**src/rtl/tdc_sweep_ctrl.sv**
```systemverilog
// TDC sweep sequencer: launch/capture strobes, pulse-gen controls, sums 2**ACC_LOG2 hw samples (TDC_MINMAX_EN adds res_min/res_max).
// Latency: offset+SETTLE+1 cycles per sample; the result is held on res_valid until res_ready, and start is ignored while busy.
module tdc_sweep_ctrl #(
  parameter int N         = 64,
  parameter int OFF_W     = 8,
  parameter int ACC_LOG2  = 4,
  parameter int SETTLE    = 2,
  localparam int HW_W     = $clog2(N) + 1,
  localparam int SUM_W    = HW_W + ACC_LOG2
) (
  input  logic             clk,
  input  logic             rst,
  input  logic             en,
  input  logic             start,
  input  logic [OFF_W-1:0] offset,
  input  logic             cfg_src,
  input  logic             cfg_bypass,
  input  logic             cfg_alt,
  input  logic [HW_W-1:0]  hw,
  output logic             clk_launch,
  output logic             clk_capture,
  output logic             pg_src,
  output logic             pg_bypass,
  output logic             pg_in,
  output logic             pg_tog,
  output logic             busy,
  output logic             res_valid,
  input  logic             res_ready,
  output logic [SUM_W-1:0] res_sum,
  output logic [OFF_W-1:0] res_offset
`ifdef TDC_MINMAX_EN
  ,
  output logic [HW_W-1:0]  res_min,
  output logic [HW_W-1:0]  res_max
`endif
);

  typedef enum logic [2:0] {
    S_IDLE, S_LAUNCH, S_WAIT, S_CAPTURE, S_SETTLE, S_DONE
  } state_t;

  localparam int ST_W = (SETTLE > 1) ? $clog2(SETTLE) : 1;
  localparam logic [ST_W-1:0]     SETTLE_LOAD = ST_W'(SETTLE - 1);
  localparam logic [HW_W-1:0]     N_HW        = HW_W'(N);
  localparam logic [ACC_LOG2-1:0] LAST_SAMPLE = '1;

  state_t              state;
  logic [OFF_W-1:0]    off_q;
  logic                alt_q;
  logic [OFF_W-1:0]    wait_cnt;
  logic [ST_W-1:0]     settle_cnt;
  logic [ACC_LOG2-1:0] sample_cnt;
  logic [SUM_W-1:0]    acc;
  logic [HW_W-1:0]     hw_clamp;
  logic [SUM_W-1:0]    acc_next;

  always_comb begin
    hw_clamp = hw;
    if (hw > N_HW) hw_clamp = N_HW;
    acc_next = acc + SUM_W'(hw_clamp);
  end

  always_ff @(posedge clk) begin
    if (rst) begin
      state       <= S_IDLE;
      off_q       <= '0;
      alt_q       <= 1'b0;
      wait_cnt    <= '0;
      settle_cnt  <= '0;
      sample_cnt  <= '0;
      acc         <= '0;
      clk_launch  <= 1'b0;
      clk_capture <= 1'b0;
      pg_src      <= 1'b0;
      pg_bypass   <= 1'b0;
      pg_in       <= 1'b0;
      pg_tog      <= 1'b0;
      busy        <= 1'b0;
      res_valid   <= 1'b0;
      res_sum     <= '0;
      res_offset  <= '0;
`ifdef TDC_MINMAX_EN
      res_min     <= N_HW;
      res_max     <= '0;
`endif
    end else begin
      clk_launch  <= 1'b0;
      clk_capture <= 1'b0;
      if (!en) begin
        // Abort: drop everything, including any unconsumed result
        state      <= S_IDLE;
        acc        <= '0;
        sample_cnt <= '0;
        pg_src     <= 1'b0;
        pg_bypass  <= 1'b0;
        pg_in      <= 1'b0;
        pg_tog     <= 1'b0;
        busy       <= 1'b0;
        res_valid  <= 1'b0;
      end else begin
        unique case (state)
          S_IDLE: begin
            if (start) begin
              state       <= S_LAUNCH;
              off_q       <= offset;
              alt_q       <= cfg_alt;
              acc         <= '0;
              sample_cnt  <= '0;
              clk_launch  <= 1'b1;
              clk_capture <= (offset == '0);
              pg_src      <= cfg_src;
              pg_bypass   <= cfg_bypass;
              pg_tog      <= cfg_alt;
              pg_in       <= 1'b1;
              busy        <= 1'b1;
`ifdef TDC_MINMAX_EN
              res_min     <= N_HW;
              res_max     <= '0;
`endif
            end
          end
          S_LAUNCH: begin
            // Capture lands exactly off_q cycles after launch; offset 1 needs no WAIT cycle
            if (off_q == '0) begin
              state      <= S_SETTLE;
              settle_cnt <= SETTLE_LOAD;
            end else if (off_q == OFF_W'(1)) begin
              state       <= S_CAPTURE;
              clk_capture <= 1'b1;
            end else begin
              state    <= S_WAIT;
              wait_cnt <= off_q - OFF_W'(1);
            end
          end
          S_WAIT: begin
            if (wait_cnt == OFF_W'(1)) begin
              state       <= S_CAPTURE;
              clk_capture <= 1'b1;
            end else begin
              wait_cnt <= wait_cnt - OFF_W'(1);
            end
          end
          S_CAPTURE: begin
            state      <= S_SETTLE;
            settle_cnt <= SETTLE_LOAD;
          end
          S_SETTLE: begin
            if (settle_cnt != '0) begin
              settle_cnt <= settle_cnt - ST_W'(1);
            end else begin
              acc <= acc_next;
`ifdef TDC_MINMAX_EN
              if (hw_clamp < res_min) res_min <= hw_clamp;
              if (hw_clamp > res_max) res_max <= hw_clamp;
`endif
              if (sample_cnt == LAST_SAMPLE) begin
                state      <= S_DONE;
                res_valid  <= 1'b1;
                res_sum    <= acc_next;
                res_offset <= off_q;
              end else begin
                state       <= S_LAUNCH;
                sample_cnt  <= sample_cnt + ACC_LOG2'(1);
                clk_launch  <= 1'b1;
                clk_capture <= (off_q == '0);
                if (alt_q) pg_in <= ~pg_in;
              end
            end
          end
          S_DONE: begin
            if (res_ready) begin
              state     <= S_IDLE;
              res_valid <= 1'b0;
              busy      <= 1'b0;
              pg_src    <= 1'b0;
              pg_bypass <= 1'b0;
              pg_in     <= 1'b0;
              pg_tog    <= 1'b0;
            end
          end
          default: state <= S_IDLE;
        endcase
      end
    end
  end

endmodule

```
**config.mk**
```make
export PLATFORM = sky130hd
export DESIGN_NAME = tdc_sweep_ctrl
export DESIGN_NICKNAME = d
export VERILOG_FILES = /design/src/rtl/tdc_sweep_ctrl.sv
export SDC_FILE = /design/constraint.sdc
export NUM_CORES = 1
export LEC_CHECK = 0
export ABC_AREA = 0
export CORE_MARGIN = 2
export CORE_UTILIZATION = 30
export CTS_BUF_LIST = sky130_fd_sc_hd__clkbuf_8
export CTS_CLUSTER_SIZE = 10
export DETAILED_ROUTE_END_ITERATION = 12
export GPL_ROUTABILITY_DRIVEN = 0
export MAX_ROUTING_LAYER = met4
export PLACE_DENSITY = 0.56
export SYNTH_ARGS = -nofsm -noshare
export SYNTH_HDL_FRONTEND = slang
export SYNTH_SLANG_ARGS = --single-unit
export TNS_END_PERCENT = 50
```
**constraint.sdc**
```tcl
create_clock -name clk -period 1.9 [get_ports clk]
set_input_delay 0.19 -clock clk [delete_from_list [all_inputs] [get_ports clk]]
set_output_delay 0.19 -clock clk [all_outputs]
set_load 0.02 [all_outputs]
```
==> out/metrics.csv, run 1 <==
metric;value;unit
Synth Flop Type;dfxtp_1;
die area;12100;sq um
Switching Fraction;0.266;
share of cells above drive strength 1;0.227;
required time at the worst-slack endpoint;2.17;ns
Iteration-0 DRC Markers;152;
sequential share of power;0.430;
Area Overhead vs Synth;43.4;%
clock sink count;63;
Post-synth EDFFs;0;
Tightest Hold Check Type;input pin to register;
CTS tree;done;
total of max-cap violations;0;
asr flop ratio synth;0;
drt wl/cell;14.9;microns
top cells by area, synth;dfxtp_1, a21oi_1, nand2_1, ha_1, nand3_1;
Critical Path AT;2.10;ns
Die H;110;microns
crit path max fanout;3;
most common cell after layout, fill and taps aside;dfxtp_1;
first-pass GRT wire length;16.1;mm
Internal;0.00234;W
Reg2Reg Depth;9;
total gr overflow;0;
I/O pin count;50;
Slew Viols, Final;0;
Pre-antenna DRT Iters;7;
Synth cell types;58;
nets;551;
Detailed Route WL;9.84;mm
top cell type's share of synthesized area;0.373;
Ys Warns;0;
ant diodes;0;
Post-DP Area;4350;sq um
Core Region;10900;sq um
clock share of power;0.430;
pwr/cell area;659;nW/um^2
clock slew at reported path FFs;0.08;ns
CP endpoint kind;register;
area occupied by multi-input gates;2180;sq um
met1 Resource Use GR;0.220;
DRC viols;0;
syn_area_per_cell;7.99;sq um
sw power;0.000851;W
finished layout cell area;4850;sq um
register area;1270;sq um
hold path cells;5;
worst relative slew slack;0.712;
Final setup viols;0;
initial antenna violation count;0;
Clock Latency Late Sink;0.35;ns
global routing met3 resource utilization;0.0459;
post-DR vias/cell;5.19;
Setup CP Type;input pin to register;
most frequent cells in the layout;dfxtp_1, buf_4, nand2_1;
syn_nets;459;
slew at the pin closest to its max-slew limit;0.431;ns
Pleak;1.77;nW
hpwl dp;7.03;mm
Root Driver;clkbuf_8;
placed cells;638;
fmax;0.545;GHz
startpoint types;input pin;
met2 Use GR;0.269;
vias post-DR;3423;
Tmin final;1.83;ns
Fill cells;1101;
Synth Register Bits;63;
busiest layer in global routing;met2;
Fin. Hold Viols;0;
pin count of the biggest net entering global routing;29;
status;finished clean;
worst-case clock skew;0.0116;ns
VDD IR max;0.319;mV
clock buffer count from CTS;9;
Buffers on Ports;49;
Initial Util;0.309;
Netlist Area Pre-Place;3380;sq um
total track usage;0.173;
DRT antenna net count;0;
Mapped Cells;423;
leading area contributor after synthesis;dfxtp_1;
Die W;110;microns
fin crit share;0.965;
std cell rows;38;
vias in the first global route;3353;
htree depth;3;
Logic pwr share;0.141;
post-synthesis sequential area ratio;0.373;
final non-filler cell total;660;
maximum clock path buffer count;2;
path summary, 6_finish.rpt:
path                end   start  slack (ns)
max reg2reg  res_sum[9]  acc[0]        0.07
max              acc[9]   hw[4]        0.07
min reg2reg       alt_q   alt_q        0.45
min          res_sum[0]   hw[0]        0.43
cell usage after synthesis, types with 3 or more instances:
cell type / count
nand2b_1: 4
nor4_1: 7
ha_1: 12
nor2_1: 33
nor3b_1: 3
o21ai_1: 4
buf_2: 6
a21oi_1: 45
clkbuf_1: 19
nor3_1: 12
a21o_1: 3
nand3_1: 29
xor2_1: 8
a22oi_1: 8
o21ai_0: 11
a211oi_1: 4
or4_1: 5
or3_1: 5
xnor2_1: 4
nor2b_1: 11
a31oi_1: 9
dfxtp_1: 63
nand3b_1: 3
o211ai_1: 3
inv_1: 10
and3_1: 5
o31ai_1: 3
nand4_1: 5
nand2_1: 52
per-layer routing:
layer,up-vias,wire length [microns]
met2,63,4770
met3,11,481
met1,1631,4510
met4,0,85
li1,1718,-
met5,-,0
worst max-delay path: stages:
cell	delay, ns
clkdlybuf4s50_1	0.40
nor2b_4	0.14
ha_4	0.28
o21ai_2	0.08
buf_6	0.13
o21ai_4	0.18
o2111ai_4	0.17
or3_1	0.38
a31oi_1	0.15
state kept, by name, indices dropped and copies added (netlist names):
signal	count
res_valid	1
off_q	8
clk_launch	1
pg_bypass	1
alt_q	1
res_sum	11
settle_cnt	1
clk_capture	1
wait_cnt	8
pg_src	1
sample_cnt	4
res_offset	8
pg_in	1
acc	11
busy	1
state	3
pg_tog	1
power by group through the flow:
| stage | clock network [W] | logic [W] | registers, W |
|---|---|---|---|
| floorplan | 0 | 0.000235 | 0.00140 |
| CTS | 0.00140 | 0.000419 | 0.00137 |
| finish | 0.00137 | 0.000449 | 0.00137 |
| detailed placement | 0 | 0.000415 | 0.00140 |
| global placement | 0 | 0.000414 | 0.00140 |
| global route | 0.00146 | 0.000497 | 0.00138 |
layout make-up:
cell class,instances,area share
clock buffers,10,0.0284
clock inverters,6,0.0191
inverters,11,0.00851
multi-input cells,322,0.449
flip-flops and latches,63,0.261
well taps,140,0.0361
repair buffers,108,0.198
logic make-up after synthesis:
family | count (synthesis) | synth area share
AND/OR/NAND/NOR | 188 | 0.295
AO/OA/AOI/OAI | 106 | 0.196
flip-flops | 63 | 0.373
buffers and inverters | 38 | 0.0455
adder cells (fa/ha/maj) | 13 | 0.0503
XOR/XNOR | 12 | 0.0311
multiplexers | 3 | 0.00925
through the flow:
| step | TNS, ns | util | power, W | worst slack, ns | hold slack (ns) |
|---|---|---|---|---|---|
| finish | 0 | 0.443 | 0.00320 | 0.0665 | 0.429 |
| CTS | -0.334 | 0.421 | 0.00319 | -0.0700 | 0.427 |
| floorplan | 0 | - | 0.00164 | 0.0333 | 0.337 |
| detailed placement | -8.88 | 0.398 | 0.00182 | -0.693 | 0.444 |
| global placement | -7.96 | 0.398 | 0.00182 | -0.623 | 0.445 |
| global route | -0.00433 | 0.443 | 0.00334 | -0.00433 | 0.430 |
what timing repair did:
item / in CTS / in global routing
setup buffers: 2 / 5
hold endpoints to repair: 0 / 0
hold buffers: 0 / 0
setup endpoints to repair: 15 / 32
pin swaps: 8 / 13
gates resized for setup: 8 / 47
(Power assumes the default switching activity.)
==> run 2, diff against run 1 <==
- CORE_MARGIN: 2 -> not set
- SKIP_LAST_GASP: not set -> 1
==> out/metrics.csv, run 2 (synthesized netlist as in run 1, its figures left out) <==
metric;value;unit
fmax;0.534;GHz
pwr/cell area;623;nW/um^2
DRT antenna net count;0;
total gr overflow;0;
Post-DP Area;4340;sq um
Crit path max-delay family;compound AO/OA/AOI/OAI gates;
required time at the worst-slack endpoint;2.18;ns
finished layout cell area;4750;sq um
Critical Path Start;acc[4];
clock sink count;63;
Critical path destination;acc[9];
ant diodes;0;
Die W;108;microns
Iteration-0 DRC Markers;159;
most frequent cells in the layout;dfxtp_1, buf_4, nand2_1;
Buf/Inv on CP;1;
status;finished clean;
sw power;0.000808;W
clock share of power;0.387;
Root Driver;clkbuf_8;
first-pass GRT wire length;16.1;mm
DRC viols;0;
worst-path cell chain;ha_1 -> o21ai_2 -> buf_4 -> o21ai_4 -> o2111ai_4 -> or3_1 -> a31oi_1;
crit path max fanout;3;
startpoint types;register;
initial antenna violation count;0;
die area;11700;sq um
Core Util, Final;0.436;
vias in the first global route;3306;
drt wl/cell;15.2;microns
CP peak stage delay;0.38;ns
reg2reg end;acc[9];
worst relative slew slack;0.690;
vias post-DR;3399;
Critical Path AT;2.15;ns
Pwr Total;0.00296;W
most common cell after layout, fill and taps aside;dfxtp_1;
reg2reg setup slack;0.03;ns
Fin. Hold Viols;0;
Slew Viols, Final;0;
RSZ-0062 raised after global routing;true;
reg2reg start;acc[4];
fin crit share;0.985;
clock buffer count from CTS;9;
slew at the pin closest to its max-slew limit;0.464;ns
CTS tree;done;
Logic pwr share;0.150;
I/O pin count;50;
VDD IR max;0.306;mV
pin count of the biggest net entering global routing;21;
sequential share of power;0.464;
Pre-antenna DRT Iters;4;
Reg2Reg Depth;7;
Internal;0.00215;W
total track usage;0.181;
maximum clock path buffer count;2;
Slowest-stage cell, CP;or3_1;
Pleak;1.76;nW
Clock Latency Late Sink;0.34;ns
Largest regs;acc (11), res_sum (11);
Die H;108;microns
Tightest Hold Check Type;input pin to register;
TNS Setup;0;ns
Detailed Route WL;10.0;mm
Tmin final;1.87;ns
std cell rows;38;
clock slew at reported path FFs;0.07;ns
nets;550;
Core Region;10900;sq um
post-DR vias/cell;5.16;
share of cells above drive strength 1;0.212;
hold_buf cts;0;
Setup CP Type;register to register;
Buffers on Ports;49;
Switching Fraction;0.273;
hpwl dp;7.20;mm
total of max-cap violations;0;
Initial Util;0.311;
Area Overhead vs Synth;40.6;%
Final setup viols;0;
CP endpoint kind;register;
htree depth;3;
critical path depth;7;
worst-case clock skew;0.00843;ns
==> run 2: cell types whose count changed in the layout (fill, tap and decap cells not counted), sizes merged <==
cell	delta
buf	-1
bufinv	-1
clkbuf	-1
clkinv	+3
clkinvlp	-1
==> run 2: worst min path at each step <==
stage               slack (ns)         end  cells past startpoint       start
floorplan                 0.34       alt_q                      2     cfg_alt
global placement          0.45  res_sum[0]                      2  res_sum[0]
detailed placement        0.45  res_sum[0]                      2  res_sum[0]
CTS                       0.44    off_q[5]                      3   offset[5]
global route              0.46      acc[0]                      5       hw[0]
finish                    0.42  res_sum[0]                      5       hw[0]
==> run 2: power by group through the flow <==
stage / sequential [W] / combinational (W) / clock [W]
after floorplan: 0.00140 / 0.000235 / 0
after global placement: 0.00140 / 0.000413 / 0
after detailed placement: 0.00140 / 0.000417 / 0
after CTS: 0.00137 / 0.000419 / 0.00119
after global routing: 0.00138 / 0.000489 / 0.00123
final: 0.00137 / 0.000443 / 0.00115
==> run 2: stage by stage <==
step | hold WS (ns) | worst slack [ns] | cells
2_1_floorplan | 0.337 | 0.0333 | 423
3_3_place_gp | 0.449 | -0.614 | 637
3_5_place_dp | 0.450 | -0.733 | 637
4_1_cts | 0.444 | -0.0780 | 655
5_1_grt | 0.465 | -0.0605 | 659
6_report | 0.423 | 0.0287 | 659
==> run 2: area by class of cell <==
cell class              count  area, sq um
repair buffers            107          948
clock inverters             7         65.1
flip-flops and latches     63         1260
clock buffers               9          124
fillers                  1081         6140
inverters                  11         41.3
well taps                 140          175
multi-input cells         322         2130
==> run 2: timing repair <==
item                                    in CTS  in global routing
pin swaps                                    8                 14
endpoints found under the setup margin      14                 26
gates resized for setup                      6                 40
setup buffers                                3                  5
==> run 2: layer usage <==
metal,share of wire,track usage,routed length (microns)
met5,0,-,0
met3,0.043,0.0446,431
met1,0.45,0.221,4520
met2,0.50,0.300,4980
met4,0.0074,0.0411,74
==> run 2: tightest hold or removal path, stage by stage <==
cell	delay (ns)
dlymetal6s2s_1	0.08
nor2b_2	0.17
ha_4	0.15
nand2_1	0.05
a21oi_1	0.10
